===== src/rtl/cnn_stream_ctrl_if.sv =====
// Frame controller bus: start/busy/done handshake, frame memory read/write ports
// and the link to the cnn datapath.
interface cnn_stream_ctrl_if #(
  parameter int AW = 8,
  parameter int DW = 8
);
  logic          start;
  logic          busy;
  logic          done;
  logic          err;
  logic          ovf;
  logic [AW-1:0] addr_r;
  logic [DW-1:0] data_r;
  logic [DW-1:0] x;
  logic          cnn_rst;
  logic [DW-1:0] y;
  logic          w_en;
  logic [AW-1:0] addr_w;
  logic [DW-1:0] data_w;
  logic          mem_w_en;

  modport master (
    input  start, data_r, y, w_en,
    output busy, done, err, ovf, addr_r, x, cnn_rst, addr_w, data_w, mem_w_en
  );

  modport slave (
    output start, data_r, y, w_en,
    input  busy, done, err, ovf, addr_r, x, cnn_rst, addr_w, data_w, mem_w_en
  );
endinterface


===== src/rtl/cnn_stream_ctrl.sv =====
// Streams one frame from memory into the cnn and writes its results back.
// Optional drain timeout is enabled by defining CNN_CTRL_TIMEOUT_EN.
module cnn_stream_ctrl #(
  parameter int IMG_W     = 9,
  parameter int IMG_H     = 9,
  parameter int AW        = 8,
  parameter int DW        = 8,
  parameter int RD_BASE   = 0,
  parameter int WR_BASE   = 128,
  parameter int OUT_COUNT = 49,
  parameter int DRAIN_MAX = 32
) (
  input  logic                clk,
  input  logic                rst,
  cnn_stream_ctrl_if.master   bus
);

  localparam int NPIX = IMG_W * IMG_H;
  localparam int RCW  = $clog2(NPIX + 1);
  localparam int WCW  = $clog2(OUT_COUNT + 1);

  localparam logic [1:0] S_IDLE   = 2'd0;
  localparam logic [1:0] S_STREAM = 2'd1;
  localparam logic [1:0] S_DRAIN  = 2'd2;
  localparam logic [1:0] S_DONE   = 2'd3;

  logic [1:0]     state_reg;
  logic [RCW-1:0] rd_cnt_reg;
  logic [WCW-1:0] wr_cnt_reg;
  logic [AW-1:0]  addr_r_reg;
  logic [AW-1:0]  addr_w_reg;
  logic           ovf_reg;
  logic           active;
  logic           wr_full;
  logic           mem_w_en;
  logic           timeout;

  assign active   = (state_reg == S_STREAM) || (state_reg == S_DRAIN);
  assign wr_full  = (wr_cnt_reg == WCW'(OUT_COUNT));
  assign mem_w_en = bus.w_en && active && !wr_full;

  always_ff @(posedge clk or posedge rst) begin
    if (rst) begin
      state_reg  <= S_IDLE;
      rd_cnt_reg <= '0;
      wr_cnt_reg <= '0;
      addr_r_reg <= AW'(RD_BASE);
      addr_w_reg <= AW'(WR_BASE);
      ovf_reg    <= 1'b0;
    end else begin
      if (mem_w_en) begin
        wr_cnt_reg <= wr_cnt_reg + WCW'(1);
        addr_w_reg <= addr_w_reg + AW'(1);
      end
      // Results beyond the expected count are dropped but remembered.
      if (bus.w_en && active && wr_full) begin
        ovf_reg <= 1'b1;
      end
      case (state_reg)
        S_IDLE: begin
          if (bus.start) begin
            state_reg  <= S_STREAM;
            rd_cnt_reg <= '0;
            wr_cnt_reg <= '0;
            addr_r_reg <= AW'(RD_BASE);
            addr_w_reg <= AW'(WR_BASE);
            ovf_reg    <= 1'b0;
          end
        end
        S_STREAM: begin
          if (rd_cnt_reg == RCW'(NPIX - 1)) begin
            state_reg <= S_DRAIN;
          end else begin
            rd_cnt_reg <= rd_cnt_reg + RCW'(1);
            addr_r_reg <= addr_r_reg + AW'(1);
          end
        end
        S_DRAIN: begin
          if (wr_full || timeout) begin
            state_reg <= S_DONE;
          end
        end
        default: state_reg <= S_IDLE;
      endcase
    end
  end

`ifdef CNN_CTRL_TIMEOUT_EN
  localparam int TW = $clog2(DRAIN_MAX + 1);

  logic [TW-1:0] drain_cnt_reg;
  logic          err_reg;

  assign timeout = (state_reg == S_DRAIN) && !wr_full &&
                   (drain_cnt_reg == TW'(DRAIN_MAX - 1));

  always_ff @(posedge clk or posedge rst) begin
    if (rst) begin
      drain_cnt_reg <= '0;
      err_reg       <= 1'b0;
    end else begin
      drain_cnt_reg <= (state_reg == S_DRAIN) ? drain_cnt_reg + TW'(1) : '0;
      if (state_reg == S_IDLE && bus.start) begin
        err_reg <= 1'b0;
      end else if (timeout) begin
        err_reg <= 1'b1;
      end
    end
  end

  assign bus.err = err_reg;
`else
  assign timeout = 1'b0;
  assign bus.err = 1'b0;
`endif

  assign bus.busy     = active;
  assign bus.done     = (state_reg == S_DONE);
  assign bus.ovf      = ovf_reg;
  assign bus.cnn_rst  = !active;
  assign bus.addr_r   = addr_r_reg;
  assign bus.x        = bus.data_r;
  assign bus.addr_w   = addr_w_reg;
  assign bus.data_w   = bus.y;
  assign bus.mem_w_en = mem_w_en;

endmodule


===== src/flat_wrapper.sv =====
// flat-port wrapper written by rule: the top's interface ports become plain ports
module cnn_stream_ctrl_flat 
#(
  parameter int IMG_W     = 9,
  parameter int IMG_H     = 9,
  parameter int AW        = 8,
  parameter int DW        = 8,
  parameter int RD_BASE   = 0,
  parameter int WR_BASE   = 128,
  parameter int OUT_COUNT = 49,
  parameter int DRAIN_MAX = 32
)
  (clk, rst, bus_start, bus_data_r, bus_y, bus_w_en, bus_busy, bus_done, bus_err, bus_ovf, bus_addr_r, bus_x, bus_cnn_rst, bus_addr_w, bus_data_w, bus_mem_w_en);
  cnn_stream_ctrl_if #(.AW(AW), .DW(DW)) bus_i ();
  input  logic clk;
  input  logic rst;
  input wire logic [$bits(bus_i.start)-1:0] bus_start;
  input wire logic [$bits(bus_i.data_r)-1:0] bus_data_r;
  input wire logic [$bits(bus_i.y)-1:0] bus_y;
  input wire logic [$bits(bus_i.w_en)-1:0] bus_w_en;
  output wire logic [$bits(bus_i.busy)-1:0] bus_busy;
  output wire logic [$bits(bus_i.done)-1:0] bus_done;
  output wire logic [$bits(bus_i.err)-1:0] bus_err;
  output wire logic [$bits(bus_i.ovf)-1:0] bus_ovf;
  output wire logic [$bits(bus_i.addr_r)-1:0] bus_addr_r;
  output wire logic [$bits(bus_i.x)-1:0] bus_x;
  output wire logic [$bits(bus_i.cnn_rst)-1:0] bus_cnn_rst;
  output wire logic [$bits(bus_i.addr_w)-1:0] bus_addr_w;
  output wire logic [$bits(bus_i.data_w)-1:0] bus_data_w;
  output wire logic [$bits(bus_i.mem_w_en)-1:0] bus_mem_w_en;
  assign bus_i.start = bus_start;
  assign bus_i.data_r = bus_data_r;
  assign bus_i.y = bus_y;
  assign bus_i.w_en = bus_w_en;
  assign bus_busy = bus_i.busy;
  assign bus_done = bus_i.done;
  assign bus_err = bus_i.err;
  assign bus_ovf = bus_i.ovf;
  assign bus_addr_r = bus_i.addr_r;
  assign bus_x = bus_i.x;
  assign bus_cnn_rst = bus_i.cnn_rst;
  assign bus_addr_w = bus_i.addr_w;
  assign bus_data_w = bus_i.data_w;
  assign bus_mem_w_en = bus_i.mem_w_en;
  cnn_stream_ctrl #(.IMG_W(IMG_W), .IMG_H(IMG_H), .AW(AW), .DW(DW), .RD_BASE(RD_BASE), .WR_BASE(WR_BASE), .OUT_COUNT(OUT_COUNT), .DRAIN_MAX(DRAIN_MAX)) u_core (.clk(clk), .rst(rst), .bus(bus_i));
endmodule

===== config.mk =====
export PLATFORM = sky130hd
export DESIGN_NAME = cnn_stream_ctrl_flat
export DESIGN_NICKNAME = d
export VERILOG_FILES = /design/src/rtl/cnn_stream_ctrl_if.sv /design/src/rtl/cnn_stream_ctrl.sv /design/src/flat_wrapper.sv
export SDC_FILE = /design/constraint.sdc
export NUM_CORES = 1
export LEC_CHECK = 0
export BUFFER_PORTS_ARGS = -buffer_cell sky130_fd_sc_hd__buf_2
export CELL_PAD_IN_SITES_DETAIL_PLACEMENT = 1
export CELL_PAD_IN_SITES_GLOBAL_PLACEMENT = 2
export CORE_MARGIN = 4
export CORE_UTILIZATION = 33
export CTS_CLUSTER_DIAMETER = 40
export DETAILED_ROUTE_END_ITERATION = 7
export PLACE_DENSITY_LB_ADDON = 0.12
export REMOVE_ABC_BUFFERS = 1
export SYNTH_ARGS = -nofsm -noshare
export SYNTH_HDL_FRONTEND = slang
export SYNTH_SLANG_ARGS = --single-unit

===== constraint.sdc =====
create_clock -name clk -period 5.16 [get_ports clk]
set_input_delay 0.516 -clock clk [delete_from_list [all_inputs] [get_ports clk]]
set_output_delay 0.516 -clock clk [all_outputs]
set_load 0.02 [all_outputs]

==> Flow_metrics.wiki <==
{| class="wikitable"
! Metric !! Value
|-
| Mean instance size in the synthesized netlist || 9.53 um2
|-
| Setup CP Type || register to primary output
|-
| CTS Root Cell || clkbuf_8
|-
| Capturing element type of the critical path || primary output
|-
| Outcome || completed
|-
| Maximum number of pins on one net before global-route repair || 33
|-
| H-tree level count || 2
|-
| Final max-slew violation count || 0
|-
| Post-route total power || ~1100 uW
|-
| DR vias/cell || approximately 5.3
|-
| Final Hold Viols || 0
|-
| ANT cells || 0
|-
| Hold Worst Slack || roughly 0.31 ns
|-
| Hold bufs inserted after CTS || 0
|-
| Maximum achievable frequency || about 330 MHz
|-
| Number of enable-type register cells in the synthesized netlist || 0
|-
| CTS buffer count || 5
|-
| DR vias || about 1500
|-
| Routability congestion estimate from global placement || just under 0.8
|-
| Startpoint Class || register
|-
| Yosys reg bits || 32
|-
| Die Height || 84.7 um
|-
| Number of routed nets with antenna violations || 0
|-
| DRC marker count from the first detailed-route iteration || 73
|-
| Pwr dens || roughly 520 nW/um2
|-
| Clock-pin slew on the worst setup and hold paths || approximately 0.070 ns
|-
| Antenna violations before repair || 0
|-
| Fraction of registers with async set or reset after synthesis || 100%
|-
| Final layout net count || around 240
|-
| Final worst setup slack || about 2.1 ns
|-
| Endpoints failing setup || 0
|-
| Yosys warns || 0
|-
| Class of the tightest hold or removal check || input port to async pin
|-
| Max-cap violations || 0
|-
| Most used flip-flop cell after synthesis || dfrtp_1
|-
| Worst Skew || approximately 0.0078 ns
|-
| Number of instances resized during post-cts repair || 0
|-
| Max FO, Critical Path || 12
|-
| Die width || 84.7 um
|-
| GRT Overall Usage || about 14%
|-
| Mean routed wirelength per cell || about 17 um
|-
| Routed WL || approximately 4800 um
|-
| Arrival time reported for the critical path endpoint || 2.56 ns
|-
| I/O pin count || 58
|-
| Full die area || around 7200 um2
|-
| VDD IR-drop max || roughly 0.23 mV
|-
| Mapped Area || 1940 um2
|-
| Number of remaining DRC errors || 0
|-
| Global-route wire length before repair || about 8200 um
|-
| Required time at the worst-slack endpoint || approximately 4.6 ns
|-
| Setup repair after global routing missed its margin || false
|-
| Proportion of synthesized chip area in sequential cells || between 40% and 50%
|-
| Drt first pass iters || 4
|-
| Clock tree from TritonCTS || built
|-
| Number of cells on the worst reg-to-reg path || 7
|-
| Total Neg Setup Slack || 0 ns
|-
| Commonest cells after routing, fill and taps aside || 31 x dfrtp_1, 24 x buf_2, 17 x nand2_1, 16 x nor2_1, 11 x ha_1
|-
| Measured slew at the worst slew-check pin || 0.784 ns
|-
| Initial core utilization || about a third
|-
| Relative slew margins || a little under half
|-
| Number of post-CTS setup repair buffers || 0
|-
| Area growth from synthesis to layout || 8.24%
|-
| HPWL after detailed placement || approximately 3500 um
|-
| Number of buffers added on ports || 24
|-
| Count of distinct cell types in the synthesized netlist || 42
|-
| Clock latency on the worst-skew pair || 0.29 ns
|-
| Number of core rows || 27
|-
| Minimum period implied by the final worst setup slack || 3.07 ns
|-
| Longest Clk Path Bufs || 2
|-
| Post-route clock period utilization || 59.6%
|-
| Commonest non-fill, non-tap cell in the layout || dfrtp_1
|-
| Synthesized instance count || approximately 200
|-
| Via count of the first global-routing pass || 1643
|-
| DP Worst Slack || 2.37 ns
|-
| Core region area || approximately 5600 um2
|-
| Number of clock sinks || 32
|-
| Post-layout util || a little under two fifths
|-
| LEAKAGE || ~0.00096 uW
|-
| Fraction of layout instances using a drive strength above 1 || 18.3%
|-
| Global-route congestion overflow total || 0
|}
==> cell families (layout without fill, tap and decap cells) <==
kind of cell | count (synthesis) | in the layout | share of synthesized area (%)
xor+xnor | 13 | 13 | 5.86
other cells | 1 | 1 | 0.193
buf+inv | 35 | 44 | 10.6
compound gates | 40 | 40 | 14.1
flops | 32 | 32 | 41.3
fa+ha+maj | 11 | 11 | 7.08
mux | 6 | 6 | 3.16
simple gates | 66 | 66 | 17.7
==> final timing paths <==
| kind | start | end | slack, ns |
|---|---|---|---|
| max | u_core.state_reg[0] | bus_mem_w_en | 2.09 |
| min | rst | u_core.bus.addr_r[7] | 0.31 |
| max reg2reg | u_core.state_reg[0] | u_core.wr_cnt_reg[0] | 2.69 |
| min reg2reg | u_core.bus.ovf | u_core.bus.ovf | 0.51 |
| max in group asynchronous | rst | u_core.bus.addr_w[7] | 4.50 |
| min in group clk | u_core.bus.ovf | u_core.bus.ovf | 0.51 |
==> Yosys cell counts, drive strengths merged, types with 5 or more instances <==
library cell | n | area share, %
nor2 | 16 | 3.1
buf | 19 | 7.5
mux2i | 5 | 2.6
ha | 11 | 7.1
xnor2 | 7 | 3.2
o21ai | 9 | 2.7
a21oi | 10 | 2.6
xor2 | 6 | 2.7
nand2 | 17 | 3.3
or4 | 5 | 1.9
dfrtp | 31 | 40
clkbuf | 5 | 0.97
o31ai | 5 | 1.9
inv | 10 | 1.9
==> layer usage <==
layer	vias up	track usage, %	wire length [um]
met2	46	20.9	2070
met1	742	19.1	2300
met5	-	2.10	0
li1	715	-	-
met3	6	6.38	355
met4	0	3.17	48
==> metrics by stage <==
stage,area [um2],cells
after floorplan,1780,180
after global placement,2000,277
after detailed placement,2000,277
after CTS,2100,285
after global routing,2100,285
final,2100,285
==> cell type report <==
type                            count  area [um2]
Fill cell                         685        3500
Multi-Input combinational cell    137         935
Sequential cell                    32         802
Timing Repair Buffer               25         128
Tap cell                           72        90.1
Clock buffer                        6        72.6
Inverter                           11        41.3
Clock inverter                      2        35.0
==> power breakdown <==
part | total [uW] | internal (uW) | leakage [uW] | switching, uW
clock network | 240 | 143 | 0.0000552 | 97.1
logic | 473 | 171 | 0.000477 | 302
registers | 383 | 309 | 0.000427 | 73.8
==> critical path, cell delays in order (launching register included) <==
cell      delay [ns]
dfrtp_1         0.40
inv_1           0.10
ha_1            0.32
and2_0          0.27
o21ai_1         0.48
clkinv_1        0.42
buf_2           0.27
Note: power is estimated with default switching activity, not from simulation.
